## config.mk

```make
export PLATFORM = sky130hd
export DESIGN_NAME = ftdi_fifo_emu
export DESIGN_NICKNAME = d
export VERILOG_FILES = /design/src/rtl/ftdi_emu_pkg.sv /design/src/rtl/fifo_sync.sv /design/src/rtl/ftdi_fifo_emu.sv
export SDC_FILE = /design/constraint.sdc
export NUM_CORES = 1
export LEC_CHECK = 0
export BUFFER_PORTS_ARGS = -buffer_cell sky130_fd_sc_hd__buf_2
export CAP_MARGIN = 20
export CORE_ASPECT_RATIO = 1.4
export CORE_UTILIZATION = 25
export DETAILED_ROUTE_END_ITERATION = 6
export PLACE_DENSITY = 0.36
export SYNTH_ARGS = -nofsm -noshare
export SYNTH_HDL_FRONTEND = slang
export SYNTH_SLANG_ARGS = --single-unit
```

## constraint.sdc

```tcl
create_clock -name in_ext_osc -period 2.6 [get_ports in_ext_osc]
set_input_delay 0.26 -clock in_ext_osc [delete_from_list [all_inputs] [get_ports in_ext_osc]]
set_output_delay 0.26 -clock in_ext_osc [all_outputs]
set_load 0.05 [all_outputs]
```

## src/rtl/ftdi_emu_pkg.sv

```systemverilog
// Shared types and helpers for the FT245-style FIFO bus emulator.
package ftdi_emu_pkg;

    typedef enum logic [1:0] {
        R_IDLE,
        R_LAT,
        R_DRIVE,
        R_PRE
    } rx_state_t;

    typedef enum logic [1:0] {
        T_IDLE,
        T_ACT,
        T_PRE
    } tx_state_t;

    // Level of rd_n/wr_n when the DUT is not strobing.
    localparam logic STROBE_IDLE = 1'b1;

    function automatic int level_width(input int depth);
        return $clog2(depth + 1);
    endfunction

endpackage

```

## src/rtl/fifo_sync.sv

```systemverilog
// Single-clock first-word-fall-through FIFO with occupancy and look-ahead occupancy.
module fifo_sync
    import ftdi_emu_pkg::*;
#(
    parameter int DATA_W = 8,
    parameter int DEPTH  = 16
) (
    input  logic                           clock,
    input  logic                           reset,
    input  logic                           push,
    input  logic [DATA_W-1:0]              push_data,
    input  logic                           pop,
    output logic [DATA_W-1:0]              head,
    output logic                           full,
    output logic                           empty,
    output logic [level_width(DEPTH)-1:0]  level,
    output logic [level_width(DEPTH)-1:0]  level_next
);

    localparam int PTR_W = (DEPTH > 1) ? $clog2(DEPTH) : 1;
    localparam int LVL_W = level_width(DEPTH);

    logic [DATA_W-1:0] mem [DEPTH];
    logic [PTR_W-1:0]  wr_ptr;
    logic [PTR_W-1:0]  rd_ptr;
    logic [LVL_W-1:0]  count;
    logic              do_push;
    logic              do_pop;

    // A push into a full FIFO is only accepted when a pop frees a slot in the same cycle.
    assign do_pop  = pop && !empty;
    assign do_push = push && (!full || do_pop);

    assign full  = (count == LVL_W'(DEPTH));
    assign empty = (count == '0);
    assign head  = mem[rd_ptr];
    assign level = count;

    always_comb begin
        level_next = count;
        if (do_push && !do_pop) begin
            level_next = count + LVL_W'(1);
        end else if (do_pop && !do_push) begin
            level_next = count - LVL_W'(1);
        end
    end

    always_ff @(posedge clock) begin
        if (reset) begin
            wr_ptr <= '0;
            rd_ptr <= '0;
            count  <= '0;
        end else begin
            if (do_push) begin
                wr_ptr <= wr_ptr + PTR_W'(1);
            end
            if (do_pop) begin
                rd_ptr <= rd_ptr + PTR_W'(1);
            end
            count <= level_next;
        end
    end

    always_ff @(posedge clock) begin
        if (!reset && do_push) begin
            mem[wr_ptr] <= push_data;
        end
    end

endmodule

```

## src/rtl/ftdi_fifo_emu.sv

```systemverilog
// Emulates the FTDI side of an FT2232H FT245 asynchronous FIFO channel, with host
// valid/ready streams on the other side and an optional DUT-write to DUT-read loopback.
module ftdi_fifo_emu
    import ftdi_emu_pkg::*;
#(
    parameter int DATA_W    = 8,
    parameter int RX_DEPTH  = 16,
    parameter int TX_DEPTH  = 16,
    parameter int RD_LAT    = 2,
    parameter int PRECHARGE = 2
) (
    input  logic                              in_ext_osc,
    input  logic                              in_reset,
    input  logic                              in_ftdi_rd_n,
    input  logic                              in_ftdi_wr_n,
    input  logic [DATA_W-1:0]                 in_ftdi_data,
    output logic [DATA_W-1:0]                 out_ftdi_data,
    output logic                              out_ftdi_data_oe,
    output logic                              out_ftdi_rxf_n,
    output logic                              out_ftdi_txe_n,
    input  logic                              in_host_tx_valid,
    input  logic [DATA_W-1:0]                 in_host_tx_data,
    output logic                              out_host_tx_ready,
    output logic                              out_host_rx_valid,
    output logic [DATA_W-1:0]                 out_host_rx_data,
    input  logic                              in_host_rx_ready,
    input  logic                              in_loopback,
    output logic [level_width(RX_DEPTH)-1:0]  out_rx_level,
    output logic [level_width(TX_DEPTH)-1:0]  out_tx_level,
    output logic                              out_proto_err
);

    localparam int RX_LW   = level_width(RX_DEPTH);
    localparam int TX_LW   = level_width(TX_DEPTH);
    localparam int CNT_MAX = (RD_LAT > PRECHARGE) ? RD_LAT : PRECHARGE;
    localparam int CNT_W   = level_width(CNT_MAX);
    localparam logic [CNT_W-1:0] LAT_LOAD = CNT_W'((RD_LAT > 1) ? RD_LAT - 2 : 0);
    localparam logic [CNT_W-1:0] PRE_LOAD = CNT_W'(PRECHARGE - 1);

    logic              rd_q, rd_prev, wr_q, wr_prev;
    logic              rd_fall, rd_rise, wr_fall, wr_rise;
    logic [DATA_W-1:0] tx_hold;

    rx_state_t         rx_state, rx_next;
    logic [CNT_W-1:0]  rx_cnt, rx_cnt_next;
    tx_state_t         tx_state, tx_next;
    logic [CNT_W-1:0]  tx_cnt, tx_cnt_next;

    logic              rxf_n_q, txe_n_q, proto_err_q;
    logic              loop_mode, loop_mode_next;
    logic              rd_pop, wr_push;
    logic              drive_oe;
    logic [DATA_W-1:0] drive_data;
    logic              dest_full_next;

    logic              rx_push, rx_pop, rx_full, rx_empty;
    logic [DATA_W-1:0] rx_push_data, rx_head;
    logic [RX_LW-1:0]  rx_level, rx_level_next;
    logic              tx_push, tx_pop, tx_full, tx_empty;
    logic [DATA_W-1:0] tx_head;
    logic [TX_LW-1:0]  tx_level, tx_level_next;

    // Strobes are registered once; during reset the history tracks the pin so no edge
    // is seen on release. The write data holds the last value sampled with wr_n low.
    always_ff @(posedge in_ext_osc) begin
        rd_q    <= in_ftdi_rd_n;
        wr_q    <= in_ftdi_wr_n;
        rd_prev <= in_reset ? in_ftdi_rd_n : rd_q;
        wr_prev <= in_reset ? in_ftdi_wr_n : wr_q;
        if (in_reset) begin
            tx_hold <= '0;
        end else if (in_ftdi_wr_n != STROBE_IDLE) begin
            tx_hold <= in_ftdi_data;
        end
    end

    assign rd_fall = rd_prev && !rd_q;
    assign rd_rise = !rd_prev && rd_q;
    assign wr_fall = wr_prev && !wr_q;
    assign wr_rise = !wr_prev && wr_q;

    always_ff @(posedge in_ext_osc) begin
        if (in_reset) begin
            rx_state <= R_IDLE;
            rx_cnt   <= '0;
            tx_state <= T_IDLE;
            tx_cnt   <= '0;
        end else begin
            rx_state <= rx_next;
            rx_cnt   <= rx_cnt_next;
            tx_state <= tx_next;
            tx_cnt   <= tx_cnt_next;
        end
    end

    always_comb begin
        rx_next     = rx_state;
        rx_cnt_next = rx_cnt;
        unique case (rx_state)
            R_IDLE: begin
                if (rd_fall && !rxf_n_q) begin
                    rx_next     = (RD_LAT > 1) ? R_LAT : R_DRIVE;
                    rx_cnt_next = LAT_LOAD;
                end
            end
            R_LAT: begin
                if (rd_rise) begin
                    rx_next     = R_PRE;
                    rx_cnt_next = PRE_LOAD;
                end else if (rx_cnt == '0) begin
                    rx_next = R_DRIVE;
                end else begin
                    rx_cnt_next = rx_cnt - CNT_W'(1);
                end
            end
            R_DRIVE: begin
                if (rd_rise) begin
                    rx_next     = R_PRE;
                    rx_cnt_next = PRE_LOAD;
                end
            end
            R_PRE: begin
                if (rx_cnt == '0) begin
                    rx_next = R_IDLE;
                end else begin
                    rx_cnt_next = rx_cnt - CNT_W'(1);
                end
            end
            default: rx_next = R_IDLE;
        endcase
    end

    always_comb begin
        drive_oe   = (rx_state == R_LAT) || (rx_state == R_DRIVE);
        drive_data = (rx_state == R_DRIVE) ? rx_head : '0;
        rd_pop     = drive_oe && rd_rise;
    end

    always_comb begin
        tx_next     = tx_state;
        tx_cnt_next = tx_cnt;
        unique case (tx_state)
            T_IDLE: begin
                if (wr_fall && !txe_n_q) begin
                    tx_next = T_ACT;
                end
            end
            T_ACT: begin
                if (wr_rise) begin
                    tx_next     = T_PRE;
                    tx_cnt_next = PRE_LOAD;
                end
            end
            T_PRE: begin
                if (tx_cnt == '0) begin
                    tx_next = T_IDLE;
                end else begin
                    tx_cnt_next = tx_cnt - CNT_W'(1);
                end
            end
            default: tx_next = T_IDLE;
        endcase
    end

    always_comb begin
        wr_push = (tx_state == T_ACT) && wr_rise;
    end

    // Loop mode only follows the request while both sides are idle.
    assign loop_mode_next = (rx_state == R_IDLE && tx_state == T_IDLE) ? in_loopback : loop_mode;
    assign dest_full_next = loop_mode_next ? (rx_level_next == RX_LW'(RX_DEPTH))
                                           : (tx_level_next == TX_LW'(TX_DEPTH));

    // rxf_n/txe_n are computed from next state and next occupancy so the flops line up
    // with the FSM states they describe.
    always_ff @(posedge in_ext_osc) begin
        if (in_reset) begin
            rxf_n_q     <= 1'b1;
            txe_n_q     <= 1'b1;
            proto_err_q <= 1'b0;
            loop_mode   <= 1'b0;
        end else begin
            rxf_n_q     <= !(rx_next == R_IDLE && rx_level_next != '0);
            txe_n_q     <= !(tx_next == T_IDLE && !dest_full_next);
            proto_err_q <= proto_err_q || (rd_fall && rxf_n_q) || (wr_fall && txe_n_q);
            loop_mode   <= loop_mode_next;
        end
    end

    assign out_host_tx_ready = !rx_full && !loop_mode && !in_reset;
    assign rx_push           = loop_mode ? wr_push : (in_host_tx_valid && out_host_tx_ready);
    assign rx_push_data      = loop_mode ? tx_hold : in_host_tx_data;
    assign rx_pop            = rd_pop && !rx_empty;
    assign tx_push           = wr_push && !loop_mode && !tx_full;
    assign tx_pop            = !tx_empty && in_host_rx_ready;

    fifo_sync #(
        .DATA_W (DATA_W),
        .DEPTH  (RX_DEPTH)
    ) u_rx_fifo (
        .clock      (in_ext_osc),
        .reset      (in_reset),
        .push       (rx_push),
        .push_data  (rx_push_data),
        .pop        (rx_pop),
        .head       (rx_head),
        .full       (rx_full),
        .empty      (rx_empty),
        .level      (rx_level),
        .level_next (rx_level_next)
    );

    fifo_sync #(
        .DATA_W (DATA_W),
        .DEPTH  (TX_DEPTH)
    ) u_tx_fifo (
        .clock      (in_ext_osc),
        .reset      (in_reset),
        .push       (tx_push),
        .push_data  (tx_hold),
        .pop        (tx_pop),
        .head       (tx_head),
        .full       (tx_full),
        .empty      (tx_empty),
        .level      (tx_level),
        .level_next (tx_level_next)
    );

    assign out_ftdi_data     = drive_data;
    assign out_ftdi_data_oe  = drive_oe;
    assign out_ftdi_rxf_n    = rxf_n_q;
    assign out_ftdi_txe_n    = txe_n_q;
    assign out_host_rx_valid = !tx_empty;
    assign out_host_rx_data  = tx_head;
    assign out_rx_level      = rx_level;
    assign out_tx_level      = tx_level;
    assign out_proto_err     = proto_err_q;

endmodule
```

# Word-level counts from Yosys, hierarchy flattened
# Memories as Yosys holds them, arrays and structs flattened. A register that Yosys moved wholly into a read port is not among the register bits.
# Index checks and enable logic that the tools add are counted.
[op_classes]
addsub = 10
eq_ne = 13
mux = 37
reduce_logical = 66
[op_table]
columns = ["cell", "count"]
rows = [
  ["$logic_and A1 B1 Y1", 30],
  ["$mux W2", 14],
  ["$eq A5 B5 Y1 const B", 4],
  ["$mux W5", 4],
  ["$logic_not A1 Y1", 19],
  ["$add A4 B1 Y4 const B", 4],
  ["$mux W4", 4],
  ["$mux W8", 2],
  ["$pmux W2 S4", 2],
  ["$logic_not A2 Y1", 6],
  ["$add A5 B1 Y5 const B", 2],
  ["$logic_not A5 Y1", 2],
  ["$sub A5 B1 Y5 const B", 2],
  ["$mux W1", 9],
  ["$ne A2 B2 Y1 const B", 4],
  ["$eq A2 B2 Y1 const B", 3],
  ["$pmux W2 S3", 1],
  ["$logic_or A1 B1 Y1", 5],
  ["$reduce_bool A5 Y1", 1],
  ["$eq A2 B1 Y1 const B", 2],
  ["$pmux W2 S2", 1],
  ["$sub A2 B1 Y2 const B", 2],
  ["$reduce_and A3 Y1", 1],
  ["$reduce_and A2 Y1", 1],
  ["$reduce_bool A2 Y1", 1],
]
[word_totals]
ff_bits = 50
mem_bits_rw = 256
input_bits = 23
memories = 2
[mem_list]
columns = ["name", "words", "word_bits", "rd", "rd_clocked_by_memory_dff", "wr", "line_no", "text"]
rows = [
  ["u_rx_fifo.mem", 16, 8, 1, 1, 1, "fifo_sync.sv:23", "logic [DATA_W-1:0] mem [DEPTH];"],
  ["u_tx_fifo.mem", 16, 8, 1, 1, 1, "fifo_sync.sv:23", ""],
]

# Longest topological paths before layout
[logic_depth]
depth_word = 16
depth_mapped = 10

# Hierarchy
# A second synthesis with hierarchy kept.
[unflattened]
cells_unflattened = 783
area_unflattened_um2 = 12867.3
[modules_own_cells]
columns = ["mod", "instances", "cells_per_inst", "area_each_um2", "seq_area_each_um2"]
rows = [
  ["fifo_sync at u_rx_fifo", 1, 321, 5791.8, 4184.0],
  ["fifo_sync at u_tx_fifo", 1, 321, 5781.8, 4184.0],
  ["ftdi_fifo_emu", 1, 141, 1293.7, 480.5],
]

# Worst setup path after synthesis
# OpenSTA, ideal clock, no wires.
[synth_timing]
path_type = "reg2reg"
from = "register u_rx_fifo.count[0], in the netlist u_rx_fifo.level[0]"
to = "memory u_rx_fifo.mem[11][0], enable pin"
arrival_ns = 2.729
slack_ns = -0.499
path_stages_with_launch = 9
n_path_buf = 1
period_less_slack_ns = 3.099
path_cell_list = "dfxtp_1 inv_1 ha_1 nand4bb_1 and2_1 a32o_1 clkbuf_1 nand2_1 nor2_1"
[synth_between]
elab_chain_len = 10
word_cells_on_any_way = 15
cone_classes = "1 x eq/ne; 3 x mux; 11 x reduce/logical"
[synth_lines]
columns = ["element", "line_no", "text"]
rows = [
  ["from (decl)", "fifo_sync.sv:26", "logic [LVL_W-1:0] count;"],
  ["from (signal assigned)", "fifo_sync.sv:60", "count <= level_next;"],
  ["$eq A5 B5 Y1", "fifo_sync.sv:34", "assign full = (count == LVL_W'(DEPTH));"],
  ["$logic_not A1 Y1", "ftdi_fifo_emu.sv:190", "assign out_host_tx_ready = !rx_full && !loop_mode && !in_reset;"],
  ["$logic_and A1 B1 Y1 (2 in a row)", "ftdi_fifo_emu.sv:190", ""],
  ["named net out_host_tx_ready", "ftdi_fifo_emu.sv:23", "output logic out_host_tx_ready,"],
  ["$logic_and A1 B1 Y1", "ftdi_fifo_emu.sv:191", "assign rx_push = loop_mode ? wr_push : (in_host_tx_valid && out_host_tx_ready);"],
  ["$mux W1", "ftdi_fifo_emu.sv:191", ""],
  ["$logic_and A1 B1 Y1", "fifo_sync.sv:32", "assign do_push = push && (!full || do_pop);"],
  ["$logic_and A1 B1 Y1", "fifo_sync.sv:65", "if (!reset && do_push) begin"],
  ["$mux W1", "fifo_sync.sv:65", ""],
  ["$mux W1 (implied by the code)", "fifo_sync.sv:66", "mem[wr_ptr] <= push_data;"],
  ["to (decl)", "fifo_sync.sv:23", ""],
]
# The timed path passes the listed nets, and every way through them passes these cells.

==> run summary <==
STATUS
----------------------------------------------------------------------------------------
Result of the run ......................................................... finished with violations
Failing checks ............................................................ negative setup slack

CLOCK TREE
----------------------------------------------------------------------------------------
Cell at the root of the clock tree ........................................ sky130_fd_sc_hd__clkbuf_16
TritonCTS buffer count ....................................................           34
H-tree Lvls ...............................................................            2
Clock sink count ..........................................................          314
Clock latency on the worst-skew pair ......................................      0.54 ns
TritonCTS clock tree ......................................................          yes
CTS clk-pin slew, worst paths .............................................      0.06 ns
Maximum buffer depth of the clock tree ....................................            3

FLOORPLAN
----------------------------------------------------------------------------------------
Number of placed I/O pins .................................................           55
Num rows ..................................................................           98
Initial Util ..............................................................        25.3%
Area of the placeable core ................................................    51000 um2
Horizontal die dimension ..................................................       194 um
Floorplan die area ........................................................    52500 um2
Y dimension of the die ....................................................       271 um

POWER AND IR DROP
----------------------------------------------------------------------------------------
Worst VDD drop ............................................................     0.483 mV
Overall Power .............................................................      13.2 mW
Leak Pwr ..................................................................      5.28 nW
PwrDens ...................................................................   827 nW/um2

GRT
----------------------------------------------------------------------------------------
Vias in the first global route ............................................         7477
Number of antenna violations at the first check in global routing .........            1
Global Route Usage Sum ....................................................        12.8%
Pin count of the biggest net entering global routing ......................           33
First-pass GRT wire length ................................................     48700 um
Leftover overflow at the end of global routing ............................            0

YOSYS
----------------------------------------------------------------------------------------
Synth Register Bits .......................................................          314
Synth Instances ...........................................................          743
Count of yosys warnings during synthesis ..................................            0
Total nets after synthesis ................................................          788
Proportion of netlist area held by the largest area contributor ...........        59.7%
Number of flops mapped to enable cells by yosys ...........................          256
Synth Area per Inst .......................................................     17.3 um2
Async set or reset register ratio after synthesis .........................           0%
Number of unique standard cell types used by synthesis ....................           58
Ranking of synthesized cells by area ...................................... sky130_fd_sc_hd__edfxtp_1 (60%), sky130_fd_sc_hd__mux4_2 (14%), sky130_fd_sc_hd__dfxtp_1 (9.0%), sky130_fd_sc_hd__ha_1 (2.1%), sky130_fd_sc_hd__nor2_1 (2.1%)
Main synth FF type ........................................................ sky130_fd_sc_hd__edfxtp_1
Total standard cell area after synthesis ..................................    12900 um2
Cell taking the most area after synthesis ................................. sky130_fd_sc_hd__edfxtp_1
Sequential cell area fraction in the yosys report .........................        68.7%

ROUTING
----------------------------------------------------------------------------------------
First drt pass iteration count ............................................            6
Wire length on met2 .......................................................     18600 um
Detailed-routing wirelength on met1 .......................................     12200 um
Detailed-route wire length ................................................     32800 um
Number of remaining DRC errors ............................................            0
Highest metal layer with signal wires .....................................         met4
Routed length on met3 .....................................................       975 um
Via-per-instance ratio ....................................................         4.47
Wirelength per Cell .......................................................      21.2 um
ANT nets after route ......................................................            0
Detailed Route Iter0 Violations ...........................................          285
Vias ......................................................................         6899

CRITICAL PATH
----------------------------------------------------------------------------------------
Endpoint class of the critical path .......................................   output pin
Endpoint arrival time on the critical path ................................      2.56 ns
Count of cell instances traversed by the critical path ....................            6
CP peak stage delay .......................................................      0.53 ns
Buffers plus inverters on the worst setup path ............................            3
Maximum fanout count along the critical path ..............................            6
Data required time of the worst path ......................................      2.34 ns
Worst-path cell chain ..................................................... buf_8, buf_12, mux4_2, mux4_2, and2_4, buf_6
Delay-heaviest family, CP ................................................. multiplexers
Critical path startpoint category .........................................         flop
Most Frequent Cell on Critical Path ....................................... sky130_fd_sc_hd__mux4_2
Worst-case reg-to-reg path depth ..........................................            6
Critical Path Slowest Stage Cell .......................................... sky130_fd_sc_hd__mux4_2
Worst Path Class, Setup ...................................................      reg2out

STA
----------------------------------------------------------------------------------------
Endpoints failing hold ....................................................            0
Number of max-slew violations in the final report .........................            0
Final setup TNS ...........................................................     -1.98 ns
Final Hold Slack ..........................................................    0.0304 ns
Actual transition at the worst max-transition pin .........................     0.706 ns
Final-report setup violation count ........................................           16
Worst relative slew slack .................................................        52.9%
Worst Skew ................................................................    0.0162 ns
Highest clock rate ........................................................      355 MHz
Final Worst Setup Slack ...................................................    -0.219 ns
Unrepaired setup endpoints after global routing ...........................         true
Period utilization ........................................................         108%
Final Critical Period .....................................................      2.82 ns

JOB
----------------------------------------------------------------------------------------
Max-cap check violation count .............................................            0

PLACED DESIGN
----------------------------------------------------------------------------------------
Total half-perimeter wirelength after legalization and detailed placement .     22400 um
Port Buffer Count .........................................................           54
Gp weighted congestion ....................................................        0.768
Post-place instance area ..................................................    14400 um2

CELLS AND AREA
----------------------------------------------------------------------------------------
Number of antenna repair diodes ...........................................            0
Area Growth Syn to Fin ....................................................        23.8%
Multi-input gate area .....................................................     3870 um2
Fill cell total of the finished layout ....................................         4955
Net count of the finished layout ..........................................          914
Register cell area after layout ...........................................     8860 um2
Commonest non-fill, non-tap cells in the layout ........................... sky130_fd_sc_hd__edfxtp_1 (256), sky130_fd_sc_hd__mux4_2 (80), sky130_fd_sc_hd__nor2_1 (57)
Finished Cell Area ........................................................    16000 um2
Leading cell type in the layout, fill and taps excluded ................... sky130_fd_sc_hd__edfxtp_1
Share of layout cells above drive strength 1 ..............................        33.8%

HOLD PATH
----------------------------------------------------------------------------------------
Hold depth ................................................................            3
Worst min path class ......................................................       in2reg

==> final cells by class <==
cell class / instances / share of cell area, %
Sequential cell: 314 / 55.5
Inverter: 19 / 0.447
Tap cell: 650 / 5.10
Multi-Input combinational cell: 374 / 24.3
Clock buffer: 40 / 5.54
Clock inverter: 20 / 1.33
Timing Repair Buffer: 126 / 7.79
==> per-stage QoR <==
step	util [%]	setup slack (ns)	std cells
floorplan	-	-0.0835	743
global placement	28.2	0.217	1463
detailed placement	28.2	0.0845	1463
CTS	31.2	-0.269	1542
global route	31.3	-0.281	1543
finish	31.3	-0.219	1543
==> worst reg2reg max path: cells and delay by family (launching register included) <==
kind | cells | cell delay, ns
fa+ha+maj | 1 | 0.25
flops | 1 | 0.39
buf+inv | 1 | 0.10
simple gates | 4 | 1.37
==> layer usage <==
layer | up-vias | global-route usage [%]
li1 | 3178 | -
met1 | 3569 | 13.5
met2 | 102 | 25.1
met3 | 50 | 2.33
met4 | 0 | 4.20
met5 | - | 0
==> power by group <==
part / internal, mW / switching [mW]
clock network: 2.84 / 1.98
logic: 1.10 / 1.48
registers: 5.63 / 0.168
==> synth_stat cells (all sizes together), types with 6 or more instances <==
master / instances
nand3: 7
nor3b: 6
mux2i: 16
nand4: 7
clkbuf: 18
o21ai: 7
nand2: 21
xor2: 10
and2: 23
a21oi: 18
xnor2: 7
edfxtp: 256
mux4: 80
buf: 17
mux2: 9
dfxtp: 58
ha: 22
inv: 19
nor2: 73
nor3: 11
==> cells by family (layout without fill, tap and decap cells) <==
| group | count (synthesis) | in the layout | share of synthesized area (%) |
|---|---|---|---|
| XOR/XNOR | 17 | 17 | 1.16 |
| flip-flops | 314 | 314 | 68.7 |
| AND/OR/NAND/NOR | 178 | 178 | 7.13 |
| AO/OA/AOI/OAI | 52 | 52 | 2.77 |
| multiplexers | 105 | 105 | 16.1 |
| buffers and inverters | 55 | 205 | 2.04 |
| adder cells (fa/ha/maj) | 22 | 22 | 2.14 |
==> registers in the layout, summed over array words and instances (netlist names), named ones only <==
name,flops
u_rx_fifo.mem,128
tx_cnt,2
tx_state,2
u_tx_fifo.mem,128
rd_q,1
loop_mode,1
u_tx_fifo.level,5
u_rx_fifo.rd_ptr,4
rx_cnt,2
out_ftdi_rxf_n,1
rx_state,2
tx_hold,8
u_tx_fifo.wr_ptr,4
u_rx_fifo.level,5
rd_prev,1
out_ftdi_txe_n,1
out_proto_err,1
wr_q,1
u_rx_fifo.wr_ptr,4
wr_prev,1
u_tx_fifo.rd_ptr,4
==> repair_timing <==
item                                    4_1_cts  5_1_grt
setup buffers                                 3        1
gates resized for setup                      48       15
endpoints found under the hold margin        10        0
cloned                                        7        0
endpoints found under the setup margin       16       47
hold buffers                                  9        0
==> worst paths after layout <==
kind                           start                   to  slack (ns)
setup / recovery                flop     out_ftdi_data[5]       -0.22
hold / removal           in_loopback            loop_mode        0.03
setup reg to reg  u_tx_fifo.level[0]  u_tx_fifo.mem[1][2]        0.17
hold reg to reg            tx_cnt[0]            tx_cnt[0]        0.49
No activity file was read; power rests on OpenSTA's default activity.
